`src/rtl/shifter_pkg.sv`:
```
// Shared types for the sequential shift/rotate unit: operation codes and FSM states.
package shifter_pkg;

  // Operation codes as presented on the fn port.
  typedef enum logic [2:0] {
    FN_SHL = 3'd0,
    FN_SHR = 3'd1,
    FN_ROL = 3'd2,
    FN_ROR = 3'd3,
    FN_ASR = 3'd4,
    FN_RCL = 3'd5,
    FN_RCR = 3'd6,
    FN_RSV = 3'd7
  } shift_fn_e;

  // Controller states.
  typedef enum logic [1:0] {
    ST_IDLE  = 2'd0,
    ST_SHIFT = 2'd1,
    ST_DONE  = 2'd2
  } state_e;

endpackage

```
`src/rtl/shift_step.sv`:
```
// Combinational step unit: shifts/rotates data by k (0..STEP) positions and
// tracks the carry bit. Built as a chain of STEP single-bit stages, each one
// enabled only when its index is below k.
module shift_step
  import shifter_pkg::*;
#(
  parameter int WIDTH = 8,
  parameter int STEP  = 1,
  parameter int KW    = $clog2(STEP + 1)
) (
  input  shift_fn_e        fn,
  input  logic [WIDTH-1:0] data,
  input  logic             carry,
  input  logic [KW-1:0]    k,
  output logic [WIDTH-1:0] data_next,
  output logic             carry_next
);

  // One-bit move; returns {carry, data}. The carry is always the bit that
  // left the word, which for plain rotates equals the bit that wrapped round.
  function automatic logic [WIDTH:0] step1(input shift_fn_e f,
                                           input logic [WIDTH-1:0] d,
                                           input logic c);
    logic [WIDTH:0] r;
    case (f)
      FN_SHL:  r = {d[WIDTH-1], d[WIDTH-2:0], 1'b0};
      FN_SHR:  r = {d[0], 1'b0, d[WIDTH-1:1]};
      FN_ASR:  r = {d[0], d[WIDTH-1], d[WIDTH-1:1]};
      FN_ROL:  r = {d[WIDTH-1], d[WIDTH-2:0], d[WIDTH-1]};
      FN_ROR:  r = {d[0], d[0], d[WIDTH-1:1]};
      FN_RCL:  r = {d[WIDTH-1], d[WIDTH-2:0], c};
      FN_RCR:  r = {d[0], c, d[WIDTH-1:1]};
      default: r = {c, d};
    endcase
    return r;
  endfunction

  genvar gi;
  generate
    for (gi = 0; gi < STEP; gi++) begin : g_stage
      logic [WIDTH-1:0] w_din;
      logic             w_cin;
      logic [WIDTH-1:0] w_dout;
      logic             w_cout;

      if (gi == 0) begin : g_first
        assign w_din = data;
        assign w_cin = carry;
      end else begin : g_chain
        assign w_din = g_stage[gi-1].w_dout;
        assign w_cin = g_stage[gi-1].w_cout;
      end

      // Apply one bit of movement when this stage falls inside the k window.
      always_comb begin
        {w_cout, w_dout} = {w_cin, w_din};
        if (gi < int'(k)) begin
          {w_cout, w_dout} = step1(fn, w_din, w_cin);
        end
      end
    end
  endgenerate

  assign data_next  = g_stage[STEP-1].w_dout;
  assign carry_next = g_stage[STEP-1].w_cout;

endmodule

```
`src/rtl/seq_shifter.sv`:
```
// Multi-cycle shift/rotate unit with start/busy/done handshake. Moves up to
// STEP bit positions per clock and publishes result and flags only on DONE.
module seq_shifter
  import shifter_pkg::*;
#(
  parameter int WIDTH = 8,
  parameter int STEP  = 1,
  parameter int CW    = $clog2(WIDTH)
) (
  input  logic             clk,
  input  logic             rst,
  input  logic             start,
  input  logic [2:0]       fn,
  input  logic [CW-1:0]    shiftCount,
  input  logic             cin,
  input  logic [WIDTH-1:0] in,
  output logic             busy,
  output logic             done,
  output logic [WIDTH-1:0] out,
  output logic             sh_Cout,
  output logic             sh_Zout,
  output logic             sh_Nout
);

  localparam int KW = $clog2(STEP + 1);

  state_e           r_state;
  state_e           w_state_next;
  logic [WIDTH-1:0] r_data;
  logic             r_carry;
  shift_fn_e        r_fn;
  logic [CW-1:0]    r_rem;
  logic             r_busy;
  logic             r_done;
  logic [WIDTH-1:0] r_out;
  logic             r_cout;
  logic             r_zout;
  logic             r_nout;

  logic             w_accept;
  logic             w_pass;
  logic             w_last;
  logic [KW-1:0]    w_k;
  logic [WIDTH-1:0] w_step_data;
  logic             w_step_carry;
  logic             w_busy_next;
  logic             w_done_next;
  logic             w_res_load;
  logic [WIDTH-1:0] w_res_data;
  logic             w_res_carry;

  // A new request is taken whenever we are not mid-shift (IDLE or DONE).
  assign w_accept = start && (r_state != ST_SHIFT);
  // Zero count and the reserved code both resolve as an immediate pass-through.
  assign w_pass   = (shiftCount == '0) || (shift_fn_e'(fn) == FN_RSV);
  // This SHIFT cycle consumes the remaining distance.
  assign w_last   = (int'(r_rem) <= STEP);

  // Distance to move this cycle: min(STEP, remaining).
  always_comb begin
    if (int'(r_rem) >= STEP) begin
      w_k = KW'(STEP);
    end else begin
      w_k = KW'(r_rem);
    end
  end

  shift_step #(
    .WIDTH (WIDTH),
    .STEP  (STEP),
    .KW    (KW)
  ) u_step (
    .fn         (r_fn),
    .data       (r_data),
    .carry      (r_carry),
    .k          (w_k),
    .data_next  (w_step_data),
    .carry_next (w_step_carry)
  );

  // State register.
  always_ff @(posedge clk or posedge rst) begin
    if (rst) begin
      r_state <= ST_IDLE;
    end else begin
      r_state <= w_state_next;
    end
  end

  // Next-state logic; DONE behaves like IDLE for accepting a new request.
  always_comb begin
    w_state_next = r_state;
    case (r_state)
      ST_IDLE, ST_DONE: begin
        if (w_accept) begin
          w_state_next = w_pass ? ST_DONE : ST_SHIFT;
        end else begin
          w_state_next = ST_IDLE;
        end
      end
      ST_SHIFT: begin
        if (w_last) begin
          w_state_next = ST_DONE;
        end
      end
      default: w_state_next = ST_IDLE;
    endcase
  end

  // Handshake outputs decoded from the upcoming state so they can be registered.
  always_comb begin
    w_busy_next = (w_state_next == ST_SHIFT);
    w_done_next = (w_state_next == ST_DONE);
  end

  // Registered handshake outputs.
  always_ff @(posedge clk or posedge rst) begin
    if (rst) begin
      r_busy <= 1'b0;
      r_done <= 1'b0;
    end else begin
      r_busy <= w_busy_next;
      r_done <= w_done_next;
    end
  end

  // Select what gets published on entry to DONE: the raw operand for a
  // pass-through, otherwise the output of the final shift step.
  always_comb begin
    w_res_load  = 1'b0;
    w_res_data  = in;
    w_res_carry = cin;
    if (w_accept && w_pass) begin
      w_res_load = 1'b1;
    end else if ((r_state == ST_SHIFT) && w_last) begin
      w_res_load  = 1'b1;
      w_res_data  = w_step_data;
      w_res_carry = w_step_carry;
    end
  end

  // Working registers: loaded on accept, advanced once per SHIFT cycle.
  always_ff @(posedge clk or posedge rst) begin
    if (rst) begin
      r_data  <= '0;
      r_carry <= 1'b0;
      r_fn    <= FN_SHL;
      r_rem   <= '0;
    end else if (w_accept) begin
      r_data  <= in;
      r_carry <= cin;
      r_fn    <= shift_fn_e'(fn);
      r_rem   <= shiftCount;
    end else if (r_state == ST_SHIFT) begin
      r_data  <= w_step_data;
      r_carry <= w_step_carry;
      r_rem   <= r_rem - CW'(w_k);
    end
  end

  // Result and flags change only when an operation completes.
  always_ff @(posedge clk or posedge rst) begin
    if (rst) begin
      r_out  <= '0;
      r_cout <= 1'b0;
      r_zout <= 1'b1;
      r_nout <= 1'b0;
    end else if (w_res_load) begin
      r_out  <= w_res_data;
      r_cout <= w_res_carry;
      r_zout <= (w_res_data == '0);
      r_nout <= w_res_data[WIDTH-1];
    end
  end

  assign busy    = r_busy;
  assign done    = r_done;
  assign out     = r_out;
  assign sh_Cout = r_cout;
  assign sh_Zout = r_zout;
  assign sh_Nout = r_nout;

endmodule

```
`config.mk`:
```
export PLATFORM = sky130hd
export DESIGN_NAME = seq_shifter
export DESIGN_NICKNAME = d
export VERILOG_FILES = /design/src/rtl/shifter_pkg.sv /design/src/rtl/shift_step.sv /design/src/rtl/seq_shifter.sv
export SDC_FILE = /design/constraint.sdc
export NUM_CORES = 1
export LEC_CHECK = 0
export CORE_MARGIN = 2
export CORE_UTILIZATION = 25
export CTS_BUF_LIST = sky130_fd_sc_hd__clkbuf_8
export DETAILED_ROUTE_END_ITERATION = 8
export GPL_ROUTABILITY_DRIVEN = 0
export GPL_TIMING_DRIVEN = 0
export PLACE_DENSITY_LB_ADDON = 0.2
export RECOVER_POWER = 25
export SYNTH_ARGS = -nofsm -noshare
export SYNTH_HDL_FRONTEND = slang
export SYNTH_SLANG_ARGS = --single-unit
```
`constraint.sdc`:
```
create_clock -name clk -period 1.5 [get_ports clk]
set_input_delay 0.3 -clock clk [delete_from_list [all_inputs] [get_ports clk]]
set_output_delay 0.3 -clock clk [all_outputs]
set_load 0.1 [all_outputs]
```
[Word level (Yosys, flattened, before mapping)]
Cells that the tools add are included.
Operators by class
  $add $sub $neg: 1
  magnitude comparators: 3
  equal/unequal tests: 12
  mux-type cells: 20
  reduce and logical (&&, ||, !) cells: 10
Operator list (count)
  9-bit one-hot mux with 7 select lines: 1
  8-bit two-way mux: 5
  3-bit == test, second input constant: 4
  8-bit logical NOT: 1
  1-bit two-way mux: 8
  3-bit by 2-bit == test with 1-bit output, second input constant: 2
  3-bit logical NOT: 2
  2-bit two-way mux: 3
  3-bit two-way mux: 2
  2-bit by 1-bit == test with 1-bit output, second input constant: 2
  2-bit == test, second input constant: 2
  2-bit one-hot mux with 2 select lines: 1
  3-bit by 1-bit == test with 1-bit output, second input constant: 1
  3-bit by 1-bit greater-or-equal comparator with 1-bit output, second input constant: 1
  3-bit by 1-bit <= comparator with 1-bit output, second input constant: 1
  1-bit logical AND: 3
  3-bit by 1-bit subtractor with 3-bit output: 1
  2-bit logical NOT: 1
  2-bit by 1-bit != test with 1-bit output, second input constant: 1
  2-bit nonzero test: 1
  2-bit OR reduction: 1
  1-bit logical OR: 1
  1-bit < comparator, first input constant: 1
Storage, ports and cells
  register bits after elaboration: 30
  input bits: 18
  output and inout port bits: 13
  word-level logic and storage cells: 57

[Depth between registers and ports, before layout]
Gate-level depths: netlist of run 1.
  depth in word-level cells: 7
  gate-level depth with buffers: 8
  mapped depth without buffers: 7

[By module]
From an unflattened synthesis of run 1, not the netlist that was laid out.
Second synthesis, totals
  cell total of the unflattened synthesis: 174
  area total of the unflattened synthesis: 1769.2 um^2
By module, submodules not included
  seq_shifter: times used 1, cells an instance 123, area an instance 1433.9 um^2, seq. area each 726.9 um^2
  shift_step: times used 1, cells an instance 51, area an instance 335.3 um^2, seq. area each 0.0 um^2

[Worst setup path before layout of run 1]
Ideal clock, no wire load.
  path kind: flip-flop to flip-flop
  start point: reg r_fn[2]
  end point: reg r_zout (netlist: sh_Zout)
  library setup time: 64 ps
  arrival: 1576 ps
  required time: 1436 ps
  slack: -140 ps
  cell stages (with the launch flop): 8
  path buffers: 2
  clock period less this slack: 1640 ps
  cells stage by stage: dfrtp_1 buf_6 buf_6 a311oi_2 o21ai_1 a22o_1 nor4_2 a32o_1
On the way
  word-level cells in the longest chain between the ends: 6
  elaborated cells between the ends (all ways): 12
  classes of those cells: eq/ne: 6; mux: 4; reduce/logical: 2
RTL lines
  from (decl): RTL line seq_shifter.sv:31  | shift_fn_e r_fn;
  from (signal assigned): RTL line seq_shifter.sv:152  | r_fn <= shift_fn_e'(fn);
  3-bit == test, or another cell as far along: RTL line shift_step.sv:25  | case (f)
  9-bit one-hot mux with 7 select lines *: RTL line shift_step.sv:25
  8-bit two-way mux *: RTL line shift_step.sv:57  | if (gi < int'(k)) begin
  8-bit two-way mux *: RTL line seq_shifter.sv:135  | end else if ((r_state == ST_SHIFT) && w_last) begin
  8-bit two-way mux *: RTL line seq_shifter.sv:133  | if (w_accept && w_pass) begin
  8-bit logical NOT *: RTL line seq_shifter.sv:171  | r_zout <= (w_res_data == '0);
  to (signal assigned): RTL line seq_shifter.sv:171
  to (decl): RTL line seq_shifter.sv:37  | logic r_zout;
Every way passes the cells marked *; elsewhere a longest branch is shown, timed or not.
A chain may end at the register's enable or synchronous reset.

[Worst setup path after layout of run 1]
Same ends and word-level chain as after synthesis.

==> results of run 1 <==
-- worst max-delay path, cell delays in order, from the launching register on --
cell and delay, ns:
dfrtp_1 0.41, buf_6 0.16, buf_6 0.14, a311oi_4 0.22
o21ai_2 0.09, a22o_1 0.22, nor4_2 0.28, a32o_2 0.21
-- cell type report --
| class | instances | area share (%) |
|---|---|---|
| Buffer | 13 | 4.524 |
| Clock buffer | 7 | 3.318 |
| Clock inverter | 1 | 0.1723 |
| Inverter | 6 | 0.9048 |
| Multi-Input combinational cell | 148 | 42.01 |
| Sequential cell | 29 | 25.33 |
| Tap cell | 96 | 4.136 |
| Timing Repair Buffer | 63 | 19.60 |
-- layer usage --
metal	global-route usage, %	routed length, µm	up-vias
met5	0	0	-
met4	4.683	129	0
met3	2.705	170	10
met2	23.10	2874	34
met1	20.80	2671	873
li1	-	-	870
-- flip-flops by register name, summed over array words and instances (netlist names) --
name     count
out          8
r_data       8
r_fn         3
r_rem        3
r_state      2
busy         1
done         1
r_carry      1
sh_Cout      1
sh_Zout      1
-- logic make-up (layout without fill, tap and decap cells) --
logic type      Yosys count  count (layout)  synth area share [%]
fa+ha+maj                 1               1                0.6992
flops                    29              29                 40.63
compound gates           66              66                 24.62
buf+inv                  19              90                 5.664
mux                      13              13                 7.902
simple gates             67              67                 20.00
xor+xnor                  1               1                0.4896
-- synth_stat cells (3+ instances only) --
cell and instances:
dfrtp_1 28, nor2_1 17, a311oi_1 3, clkbuf_1 3
o32ai_1 3, a21oi_1 16, o22ai_1 7, nor2b_1 3
o21a_1 3, buf_2 6, and3_1 4, nand2b_1 7
inv_1 5, o21ai_1 3, mux2_2 9, nand2_1 15
mux2i_1 4, a211o_1 3, o21ai_0 12, nand3b_1 5
nand3_1 8
-- how the worst max path moves through the flow --
| stage | slack (ns) | to | depth (start not counted) |
|---|---|---|---|
| 2_1_floorplan | -0.10 | sh_Zout | 7 |
| 3_3_place_gp | -1.04 | sh_Zout | 7 |
| 3_5_place_dp | -1.04 | sh_Zout | 7 |
| 4_1_cts | -0.27 | sh_Zout | 7 |
| 5_1_grt | -0.41 | sh_Zout | 6 |
| 6_report | -0.29 | sh_Zout | 7 |
-- stage by stage --
stage | util (%) | setup TNS (ns) | area, µm² | setup slack [ns]
finish | 42.28 | -2.011 | 2904 | -0.2886
global route | 42.28 | -3.204 | 2904 | -0.4095
CTS | 37.12 | -1.054 | 2550 | -0.2716
detailed placement | 32.15 | -24.26 | 2208 | -1.044
global placement | 32.15 | -24.57 | 2208 | -1.043
floorplan | - | -0.1993 | 1798 | -0.1025
-- timing repair --
action                     4_1_cts  5_1_grt
setup endpoints to repair       38       31
buffers inserted                13       22
resized for setup               89       65
pin swaps                       15       26
==> qor.csv, run 1 <==
metric,value,unit
port_buffers,29,
grt_pass1_wl,8873,µm
drv_slew,0,
layout_commonest_cell,buf_4,
worst_slack,-0.2886,ns
skew,0.009170,ns
antennaDiodeCount,0,
synth_edf_count,0,
dieHeight,88.60,µm
max-cap-violations,0,
r2r_start,r_fn[2],
r2r_slack,-0.29,ns
cp-start-kind,flip-flop,
r2r_cells,7,
h-tree-depth,2,
cp.required,1.73,ns
arrival,2.01,ns
wl,5845,µm
most-common-layout-cells,"30 x buf_4, 21 x dfrtp_1, 13 x nor2_1, 13 x nand2_1, 12 x buf_6",
syn_nets,215,
ioPinCount,31,
grt_usage,14.80,%
synth_ff_type,dfrtp_1,
holdCritStartpoint,fn[0],
cts_tree,yes,
placedCellCount,321,
startpoint,r_fn[2],
finalSetupViolCount,18,
cts_buffer_depth,2,
rr_endpoint,sh_Zout,
ctsHoldBuffers,0,
cts_root_buf,clkbuf_8,
hpwl,3703,µm
coreArea,6869,µm²
hp-class,input pin to flip-flop,
die-area,7850,µm²
synth.top_cell.area_share,39.16,%
violations,negative setup slack,
yosysTopAreaCell,dfrtp_1,
overflow,0,
fin_crit,1.789,ns
worst_pin_slew,0.6725,ns
die_w,88.60,µm
postRouteAntennaNets,0,
cts_sinks,29,
rows,30,
hold_path_depth,2,
viasPerCell,4.923,
synthesis.area,1789,µm²
clock_latency,0.29,ns
drc,0,
multi_input_area,1220,µm²
regArea,735.7,µm²
avgSynthCellArea,9.129,µm²
relSlewSlack,55.07,%
grt_pass1_vias,1722,
grt_antenna_before_repair,0,
syn_inst,196,
yosysSeqAreaShare,40.63,%
drt_iter0_markers,138,
dr.pass1.iters,4,
ys_warn_count,0,
fin_crit_sh,119.2,%
ys_types,47,
fill_cells,665,
status,"finished, violations left",
rsz0062_at_grt,true,
layout-drive-gt1-share,47.94,%
initial_utilization,26.05,%
num_vias,1787,
post_drt_wl_per_cell,16.10,µm
end_kind,flip-flop,
clkTransAtPathRegs,0.07,ns
final_cells,363,
async_reset_ff_share,100.0,%
cts_buffers,5,
fin_nets,285,
hold_end,r_fn[0],
timing_worst_setup_path_type,flip-flop to flip-flop,
path_max_fanout,10,
final_hold_viol_count,0,
fmax,559.1,MHz
grt_start_max_net_pins,30,
whs,0.3050,ns
area_delta_synth_final,62.31,%
synth_area_leaders,"dfrtp_1 39%, mux2_2 5.7%, a21oi_1 4.5%",
synth_seq_cells,29,
Power of run 1 is left out: the tool's default activity adds up to more than one toggle a clock period on the data nets, which glitch-free logic cannot reach.
==> run 2: changes to the inputs <==
--- a/config.mk
+++ b/config.mk
@@ -5,6 +5,7 @@
 export SDC_FILE = /design/constraint.sdc
 export NUM_CORES = 1
 export LEC_CHECK = 0
+export CORE_ASPECT_RATIO = 1.4
 export CORE_MARGIN = 2
 export CORE_UTILIZATION = 25
 export CTS_BUF_LIST = sky130_fd_sc_hd__clkbuf_8
==> run 2 against run 1 <==
Against the previous run: global-route usage is 2.4 points higher; non-clock buffer count is 5 higher; register-to-register slack hardly changed; die area is 0.12% higher; final area is 2.1% higher; flip-flop and latch count stayed put; core utilization is 0.47 points higher; fmax is 0.57% lower; wire length is 7.4% higher; the run still ends with negative setup slack left; worst hold slack better by 0.10 ns.
==> qor.csv, run 2 (same netlist as run 1, synthesis figures left out) <==
metric,value,unit,change
status,"finished, violations left",,
violations,negative setup slack,,
grt_usage,17.19,%,+2.4 points
end_kind,flip-flop,,
drc,0,,unchanged
relSlewSlack,55.54,%,+0.46 points
cts_buffer_depth,2,,unchanged
rsz0062_at_grt,true,,
ioPinCount,31,,unchanged
cp-start-kind,flip-flop,,
clock_latency,0.28,ns,about the same
timing_worst_setup_path_type,flip-flop to flip-flop,,
most-common-layout-cells,"35 x buf_4, 22 x dfrtp_1, 13 x nand2_1",,
postRouteAntennaNets,0,,unchanged
utilization,42.75,%,+0.47 points
tns,-1.652,ns,+0.3584 ns
rows,36,,+20%
cts_buffers,5,,unchanged
skew,0.004395,ns,-0.004774 ns
worst_slack,-0.2988,ns,-0.01026 ns
post_drt_wl_per_cell,17.11,µm,+6.2%
cts_sinks,29,,unchanged
drv_slew,0,,unchanged
area_delta_synth_final,65.73,%,
fmax,555.9,MHz,-0.57%
antennaDiodeCount,0,,unchanged
grt_pass1_wl,10270,µm,+16%
grt_pass1_vias,2031,,+18%
fin_crit,1.799,ns,+0.01026 ns
cp.required,1.73,ns,about the same
viasPerCell,5.014,,+1.8%
grt_start_max_net_pins,30,,unchanged
clkTransAtPathRegs,0.07,ns,about the same
arrival,2.03,ns,+0.02 ns
dr.pass1.iters,4,,unchanged
overflow,0,,unchanged
num_vias,1840,,+3.0%
worst_pin_slew,0.6655,ns,-0.006935 ns
hp-class,input pin to flip-flop,,
fin_nets,290,,+1.8%
hpwl,3858,µm,+4.2%
place_ws,-0.9798,ns,+0.06458 ns
cts_tree,yes,,
layout-drive-gt1-share,51.84,%,+3.9 points
fin_crit_sh,119.9,%,+0.68 points
max-cap-violations,0,,unchanged
dieHeight,104.1,µm,+17%
grt_antenna_before_repair,0,,unchanged
finalSetupViolCount,17,,-1
path_max_fanout,10,,unchanged
place_area,2207,µm²,about the same
final_area,2965,µm²,+2.1%
cts_root_buf,clkbuf_8,,
port_buffers,29,,unchanged
die_w,75.50,µm,-15%
layout_commonest_cell,buf_4,,
initial_utilization,25.79,%,-0.25 points
wl,6278,µm,+7.4%
h-tree-depth,2,,unchanged
final_hold_viol_count,0,,unchanged
coreArea,6937,µm²,+0.98%
die-area,7859,µm²,+0.12%
drt_iter0_markers,174,,+26%
==> run 2: path summary, 6_finish.rpt <==
kind                              start  cells after the start  slack [ns]      end
worst max-delay path            r_fn[2]                      7       -0.30  sh_Zout
worst min-delay path              fn[0]                      2        0.41  r_fn[0]
worst max register to register  r_fn[2]                      7       -0.30  sh_Zout
worst min register to register   out[5]                      1        0.50   out[5]
max in group asynchronous           rst                      2        0.51  r_fn[1]
min in group asynchronous           rst                      2        0.58   out[5]
==> run 2: routing by layer <==
layer	part of all wire, %	vias to the layer above	GRT usage, %	wire length, µm
met5	0	-	0	0
met4	1.8	0	8.396	116
met3	3.1	9	2.132	194
met2	54	43	28.14	3398
met1	41	919	21.59	2568
li1	-	869	-	-
==> run 2: stage by stage <==
step                instances  hold slack (ns)
CTS                       360           0.3988
floorplan                 196           0.3773
global placement          320           0.4829
global route              367           0.4117
detailed placement        320           0.4924
finish                    367           0.4068
==> run 2: repair_timing <==
item,4_1_cts,5_1_grt
hold buffers,0,0
gates cloned,2,0
buffers inserted,30,11
pin swaps,33,26
endpoints found under the setup margin,37,35
hold endpoints to repair,0,0
resized for setup,116,52
==> run 2: area by class of cell <==
type                       instances  area [µm²]
buffer                            11       121.4
clock buffer                       7       96.34
clock inverter                     1       5.005
fill                             697        3971
inverter                           6       26.28
multi-input combinational        148        1267
sequential                        29       734.5
tap                               95       118.9
timing repair buffer              70       595.6
==> run 2: critical path: stages (launching register included) <==
cell and delay [ns]:
dfrtp_1 0.40, buf_6 0.15, buf_6 0.14, a311oi_2 0.20
o21ai_1 0.13, a22o_2 0.29, nor4_4 0.24, a32o_1 0.19
Power of run 2 is left out for the same reason.
